`config.mk`:
```
export PLATFORM = sky130hd
export DESIGN_NAME = sub_operand_loader
export DESIGN_NICKNAME = d
export VERILOG_FILES = /design/src/rtl/sub_pkg.sv /design/src/rtl/sub_operand_loader.sv
export SDC_FILE = /design/constraint.sdc
export NUM_CORES = 1
export LEC_CHECK = 0
export CAP_MARGIN = 40
export CORE_AREA = 2 2 39 41
export DETAILED_ROUTE_END_ITERATION = 16
export DIE_AREA = 0 0 41 43
export DONT_BUFFER_PORTS = 1
export PLACE_DENSITY_LB_ADDON = 0.2
export SLEW_MARGIN = 0
export SYNTH_ARGS = -nofsm -noshare
export SYNTH_HDL_FRONTEND = slang
export SYNTH_SLANG_ARGS = --single-unit
```
`constraint.sdc`:
```
create_clock -name clk -period 1.5 [get_ports clk]
set_input_delay 0.3 -clock clk [delete_from_list [all_inputs] [get_ports clk]]
set_output_delay 0.3 -clock clk [all_outputs]
set_load 0.1 [all_outputs]
```
`src/rtl/sub_pkg.sv`:
```
// Shared definitions for the operand loader that feeds full_substractor_n_bits.
//   SUB_WIDTH_DEFAULT : default operand/result width in bits
//   state_t           : loader sequencing states
package sub_pkg;

  localparam int SUB_WIDTH_DEFAULT = 4;

  typedef enum logic [1:0] {
    IDLE   = 2'd0,
    WAIT_B = 2'd1,
    CALC   = 2'd2,
    DONE   = 2'd3
  } state_t;

endpackage

```
`src/rtl/sub_operand_loader.sv`:
```
// Collects two operand words over a valid/ready input stream (first word A,
// second word B), presents them to an external full_substractor_n_bits,
// captures its difference and offers it on a valid/ready output.
// Optional feature macro: SUB_LOADER_BORROW_EN -- adds a registered borrow
// output and clamps the result to zero when A < B.
// Ports:
//   clk, rst             : clock, asynchronous active-high reset
//   in_data/in_valid     : operand stream (A then B)
//   in_ready             : loader can take an operand (depends on state only)
//   sub_a, sub_b         : registered operands to the subtractor
//   sub_y                : difference returned by the subtractor
//   out_data/out_valid   : registered result, held until consumed
//   out_ready            : downstream takes out_data
//   borrow               : (SUB_LOADER_BORROW_EN only) A < B for held result
module sub_operand_loader
  import sub_pkg::*;
#(
  parameter int N = SUB_WIDTH_DEFAULT
) (
  input  logic         clk,
  input  logic         rst,
  input  logic [N-1:0] in_data,
  input  logic         in_valid,
  output logic         in_ready,
  output logic [N-1:0] sub_a,
  output logic [N-1:0] sub_b,
  input  logic [N-1:0] sub_y,
  output logic [N-1:0] out_data,
  output logic         out_valid,
  input  logic         out_ready
`ifdef SUB_LOADER_BORROW_EN
  ,
  output logic         borrow
`endif
);

  state_t state, state_nxt;
  logic   ld_a, ld_b, ld_res, out_fire;

`ifdef SUB_LOADER_BORROW_EN
  logic   borrow_calc;

  // Saturate at zero instead of wrapping when the subtraction borrows.
  function automatic logic [N-1:0] sat_result(input logic [N-1:0] y,
                                              input logic         brw);
    return brw ? '0 : y;
  endfunction

  assign borrow_calc = (sub_a < sub_b);
`endif

  // State register
  always_ff @(posedge clk or posedge rst) begin
    if (rst) begin
      state <= IDLE;
    end else begin
      state <= state_nxt;
    end
  end

  // Next-state and handshake decode; in_ready depends only on state, the
  // load strobes are internal and never reach an output combinationally.
  always_comb begin
    state_nxt = state;
    in_ready  = 1'b0;
    ld_a      = 1'b0;
    ld_b      = 1'b0;
    ld_res    = 1'b0;
    out_fire  = 1'b0;
    case (state)
      IDLE: begin
        in_ready = 1'b1;
        if (in_valid) begin
          ld_a      = 1'b1;
          state_nxt = WAIT_B;
        end
      end
      WAIT_B: begin
        in_ready = 1'b1;
        if (in_valid) begin
          ld_b      = 1'b1;
          state_nxt = CALC;
        end
      end
      CALC: begin
        ld_res    = 1'b1;
        state_nxt = DONE;
      end
      DONE: begin
        if (out_valid && out_ready) begin
          out_fire  = 1'b1;
          state_nxt = IDLE;
        end
      end
      default: state_nxt = IDLE;
    endcase
  end

  // Operand registers: sub_a/sub_b keep their value until overwritten by the
  // next accepted word, so they stay valid through CALC and DONE.
  always_ff @(posedge clk or posedge rst) begin
    if (rst) begin
      sub_a <= '0;
      sub_b <= '0;
    end else begin
      if (ld_a) sub_a <= in_data;
      if (ld_b) sub_b <= in_data;
    end
  end

  // Result registers: captured once in CALC, held until the output transfer.
  always_ff @(posedge clk or posedge rst) begin
    if (rst) begin
      out_data  <= '0;
      out_valid <= 1'b0;
`ifdef SUB_LOADER_BORROW_EN
      borrow    <= 1'b0;
`endif
    end else begin
      if (ld_res) begin
`ifdef SUB_LOADER_BORROW_EN
        out_data <= sat_result(sub_y, borrow_calc);
        borrow   <= borrow_calc;
`else
        out_data <= sub_y;
`endif
        out_valid <= 1'b1;
      end else if (out_fire) begin
        out_valid <= 1'b0;
      end
    end
  end

endmodule
```
* Yosys cells after proc, flatten, opt, wreduce, memory -nomap -nowiden
Cells that the tools add are included.
W data, S select, Z words.
** Storage, ports and cells
- Flip-flop bits (word level) :: 15
- Bits of input ports :: 12
- Output and inout port bits :: 14
- Word-level logic and storage cells :: 29
** Cells by class
- Equality and inequality tests :: 6
- Multiplexer cells :: 13
- Reduce and logical (&&, ||, !) cells :: 5
** Operators by type and width (number)
- $mux W1 :: 9
- $pmux W2 S4 :: 1
- $mux W2 :: 3
- $ne A2 B2 Y1 const B :: 3
- $eq A2 B2 Y1 const B :: 2
- $reduce_and A3 Y1 :: 1
- $eq A2 B1 Y1 const B :: 1
- $logic_not A2 Y1 :: 1
- $reduce_bool A2 Y1 :: 1
- $reduce_or A2 Y1 :: 1
- $logic_and A1 B1 Y1 :: 1

* Depth between registers and ports, before layout
- Word-level depth :: 5
- Gate-level depth with buffers :: 5
- Mapped depth without buffers :: 5

* Worst setup path before layout
No wires, ideal clock.
- Kind :: register to register
- Start :: reg out_valid
- End :: reg state[1]
- Library setup time :: 0.125 ns
- Arrival time :: 1.614 ns
- Required time :: 1.375 ns
- Slack :: -0.239 ns
- Stages on the path, launching flop included :: 4
- Buffers on the path :: 0
- Period minus slack after synthesis :: 1.739 ns
- Cell sequence :: dfrtp_1 > nand2_1 > a22oi_4 > mux2_4
** Between the ends
- Cells in the longest elaborated chain, start to end :: 3
** RTL lines
- from (decl) :: line sub_operand_loader.sv:29 : output logic out_valid,
- from (signal assigned) :: line sub_operand_loader.sv:115 : out_valid <= 1'b0;
- from (signal assigned) :: line sub_operand_loader.sv:127 : out_valid <= 1'b1;
- from (signal assigned) :: line sub_operand_loader.sv:129 : out_valid <= 1'b0;
- $logic_and A1 B1 Y1 :: line sub_operand_loader.sv:90 : if (out_valid && out_ready) begin
- $ne A2 B2 Y1 (no source line)
- $reduce_and A3 Y1 (no source line)
- to (signal assigned) :: line sub_operand_loader.sv:57 : state <= state_nxt;
- to (decl) :: line sub_operand_loader.sv:37 : state_t state, state_nxt;
Every way passes these cells.
A chain may end at the register's enable or synchronous reset.

* Final worst setup path
- Start :: reg state[1]
- End :: out in_ready
** Between the ends
- Cells in the longest elaborated chain, start to end :: 3
- Elaborated cells between the ends (all ways) :: 4
- Those cells by class :: eq/ne: 1; mux: 1; reduce/logical: 2
** RTL lines
- $eq A2 B1 Y1 or $logic_not A2 Y1 (tied branches) :: line sub_operand_loader.sv:70 : case (state)
- $reduce_or A2 Y1 (no source line) *
- $mux W1 * :: line sub_operand_loader.sv:70
- to (decl) :: line sub_operand_loader.sv:24 : output logic in_ready,
Mark *: on every way between the ends. The rest lies on a longest branch, timed or not.

==> metrics.txt <==
largest family of logic cells by synthesized area=multiplexers; TritonCTS clock tree=yes; area grow syn2layout=40.2%; Vias/cell=4.97; DRT iter0 DRCs=2; max_cap viols=0; outcome=complete, but fails checks; Synth Area in Compound Gates=4.30%; Core Rows=14; number of filler cells placed in the layout=99; Clock Sink Count=15; post-synthesis xor/xnor area fraction=0%; Slew headroom=64.1%; Fmax=0.604 GHz; FF+latch count, synth=15; Starting Density=48.4%; vias in the first global route=478; largest net degree at the start of global routing=16; Die X=41 microns; Multi-input gate area=294 sq um; required time worst endpoint=1.20 ns; clk_lat worst skew=0.27 ns; layout net count=88; total grt overflow=0; setup slack after layout=-0.155 ns; Hold/Removal Path Class=in2reg; critical path startpoint category=register; vias after detailed routing=427; layout cells sized above 1=60.0%; Worst-Margin Slew=0.538 ns; Final Hold Viols=0; Seq/Total Area, Yosys=56.1%; DRT Pass-1 Iters=2; critical path buffer and inverter count=2; Syn Nets=63; Yosys top cell area share=56.1%; synthesized instance count=46; DRC Markers=0; PortBufs=0; # IOs=26; htree depth=1; initial antenna violation count=0; Seq. cell area=377 sq um; synthesized-area fraction occupied by and/or/nand/nor cells=4.11%; DP Area=853 sq um; synthesized area=669 sq um; Routed WL=1.22 mm; Final Instance Area=938 sq um; gpl congestion=0.606; area leader, netlist=dfrtp_1; Mapped Avg Cell Area=14.6 sq um; crit path kind=reg2out; CP cell instances=inv_2 > ha_2 > or2_4 > buf_12; failing checks=setup timing; clk_skew=0.00578 ns; Max Root-Sink Buffers=2; Post-Synth Adder-Cell Area=9.35%; CTS Buf Count=3; yosys warns=0; Final min period=1.66 ns; crit end category=output pin; critical path's top delay family=flip-flops; DRT antenna net count=0; Clock transition at path regs=0.08 ns; Worst Path Max Fanout=3; chip height=43 microns; setup TNS=-0.196 ns; GRT Util Overall=17.5%; drt wl/cell=14.2 microns; crit path DAT=1.36 ns; die area=1760 sq um; synth top area cells=dfrtp_1 (56%), mux2_2 (20%), ha_1 (9.3%); CP peak stage delay=0.38 ns; Pins Over Slew Limit=0; core area=1380 sq um; first-pass GRT wire length=2.09 mm; Root Driver=clkbuf_4; Final setup viols=2; unrepaired setup endpoints after global routing=true; multiplexer share of the synthesized area=23.9%; Netlist cell types=11; # diodes=0; CP max stage cell=dfrtp_1; fin crit share=110%
stage by stage:
stage | worst slack (ns) | cells | hold WS [ns] | util, %
2_1_floorplan | -0.128 | 46 | 0.201 | -
3_3_place_gp | 0.0567 | 78 | 0.241 | 61.7
3_5_place_dp | -0.00599 | 78 | 0.255 | 61.7
4_1_cts | -0.135 | 85 | 0.171 | 67.0
5_1_grt | -0.190 | 86 | 0.163 | 67.8
6_report | -0.155 | 86 | 0.171 | 67.8
worst register-to-register path, stage by stage, from the launching register on:
cell and delay (ns):
dfrtp_1 0.38, inv_2 0.07, ha_2 0.18, or2_4 0.27
a22oi_4 0.20, mux2_4 0.32
timing repair:
| action | CTS | global route |
|---|---|---|
| buffers inserted | 2 | 1 |
| endpoints found under the hold margin | 15 | 0 |
| hold buffers | 1 | 0 |
| endpoints found under the setup margin | 2 | 3 |
| gates resized for setup | 4 | 1 |
| pin swaps | 3 | 2 |
final timing paths:
| kind | depth (start not counted) | to | startpoint | slack [ns] |
|---|---|---|---|---|
| worst max-delay path | 4 | in_ready | state[1] | -0.16 |
| max in group asynchronous | 2 | out_valid | rst | 0.61 |
| worst min-delay path | 1 | sub_a[2] | in_data[2] | 0.17 |
| worst max register to register | 5 | state[1] | state[1] | -0.04 |
| worst min register to register | 1 | sub_a[0] | sub_a[0] | 0.58 |
| min in group asynchronous | 2 | sub_b[1] | rst | 0.50 |
kinds of logic after synthesis:
family | after synthesis
AO/OA/AOI/OAI | 2
adder cells (fa/ha/maj) | 5
buffers and inverters | 4
flip-flops | 15
multiplexers | 14
AND/OR/NAND/NOR | 6
cells in the mapped netlist:
cell type	number
a21o_1	1
a22oi_4	1
dfrtp_1	15
ha_1	5
inv_1	4
mux2_2	12
mux2_4	1
mux2i_1	1
nand2_1	4
nor2_1	1
or2_4	1
routing by layer:
layer / routed length (microns) / track usage (%) / vias up
met4: 0 / 2.00 / 0
li1: - / - / 202
met3: 85 / 5.24 / 0
met2: 699 / 32.5 / 14
met1: 434 / 18.5 / 211
met5: 0 / 0 / -
state kept, by name, summed over array words and instances (netlist names):
signal / cells
out_data: 4
sub_a: 4
sub_b: 4
state: 2
out_valid: 1
final cells by class:
class / count / area share (%)
clock buffer: 4 / 2.80
inverter: 4 / 1.60
multi-input combinational: 27 / 31.3
sequential: 15 / 40.1
tap: 16 / 2.13
timing repair buffer: 20 / 22.0
cell usage in the layout (no fill, tap or decap), drive strengths merged:
cell type	instances
dlygate4sd3	1
a21o	1
nor2	1
ha	5
dfrtp	15
inv	4
nand2	4
a22oi	1
clkbuf	4
mux2	13
mux2i	1
buf	19
or2	1
Power is left out: the tool's default activity adds up to more than one toggle a clock period on the data nets, which glitch-free logic cannot reach.
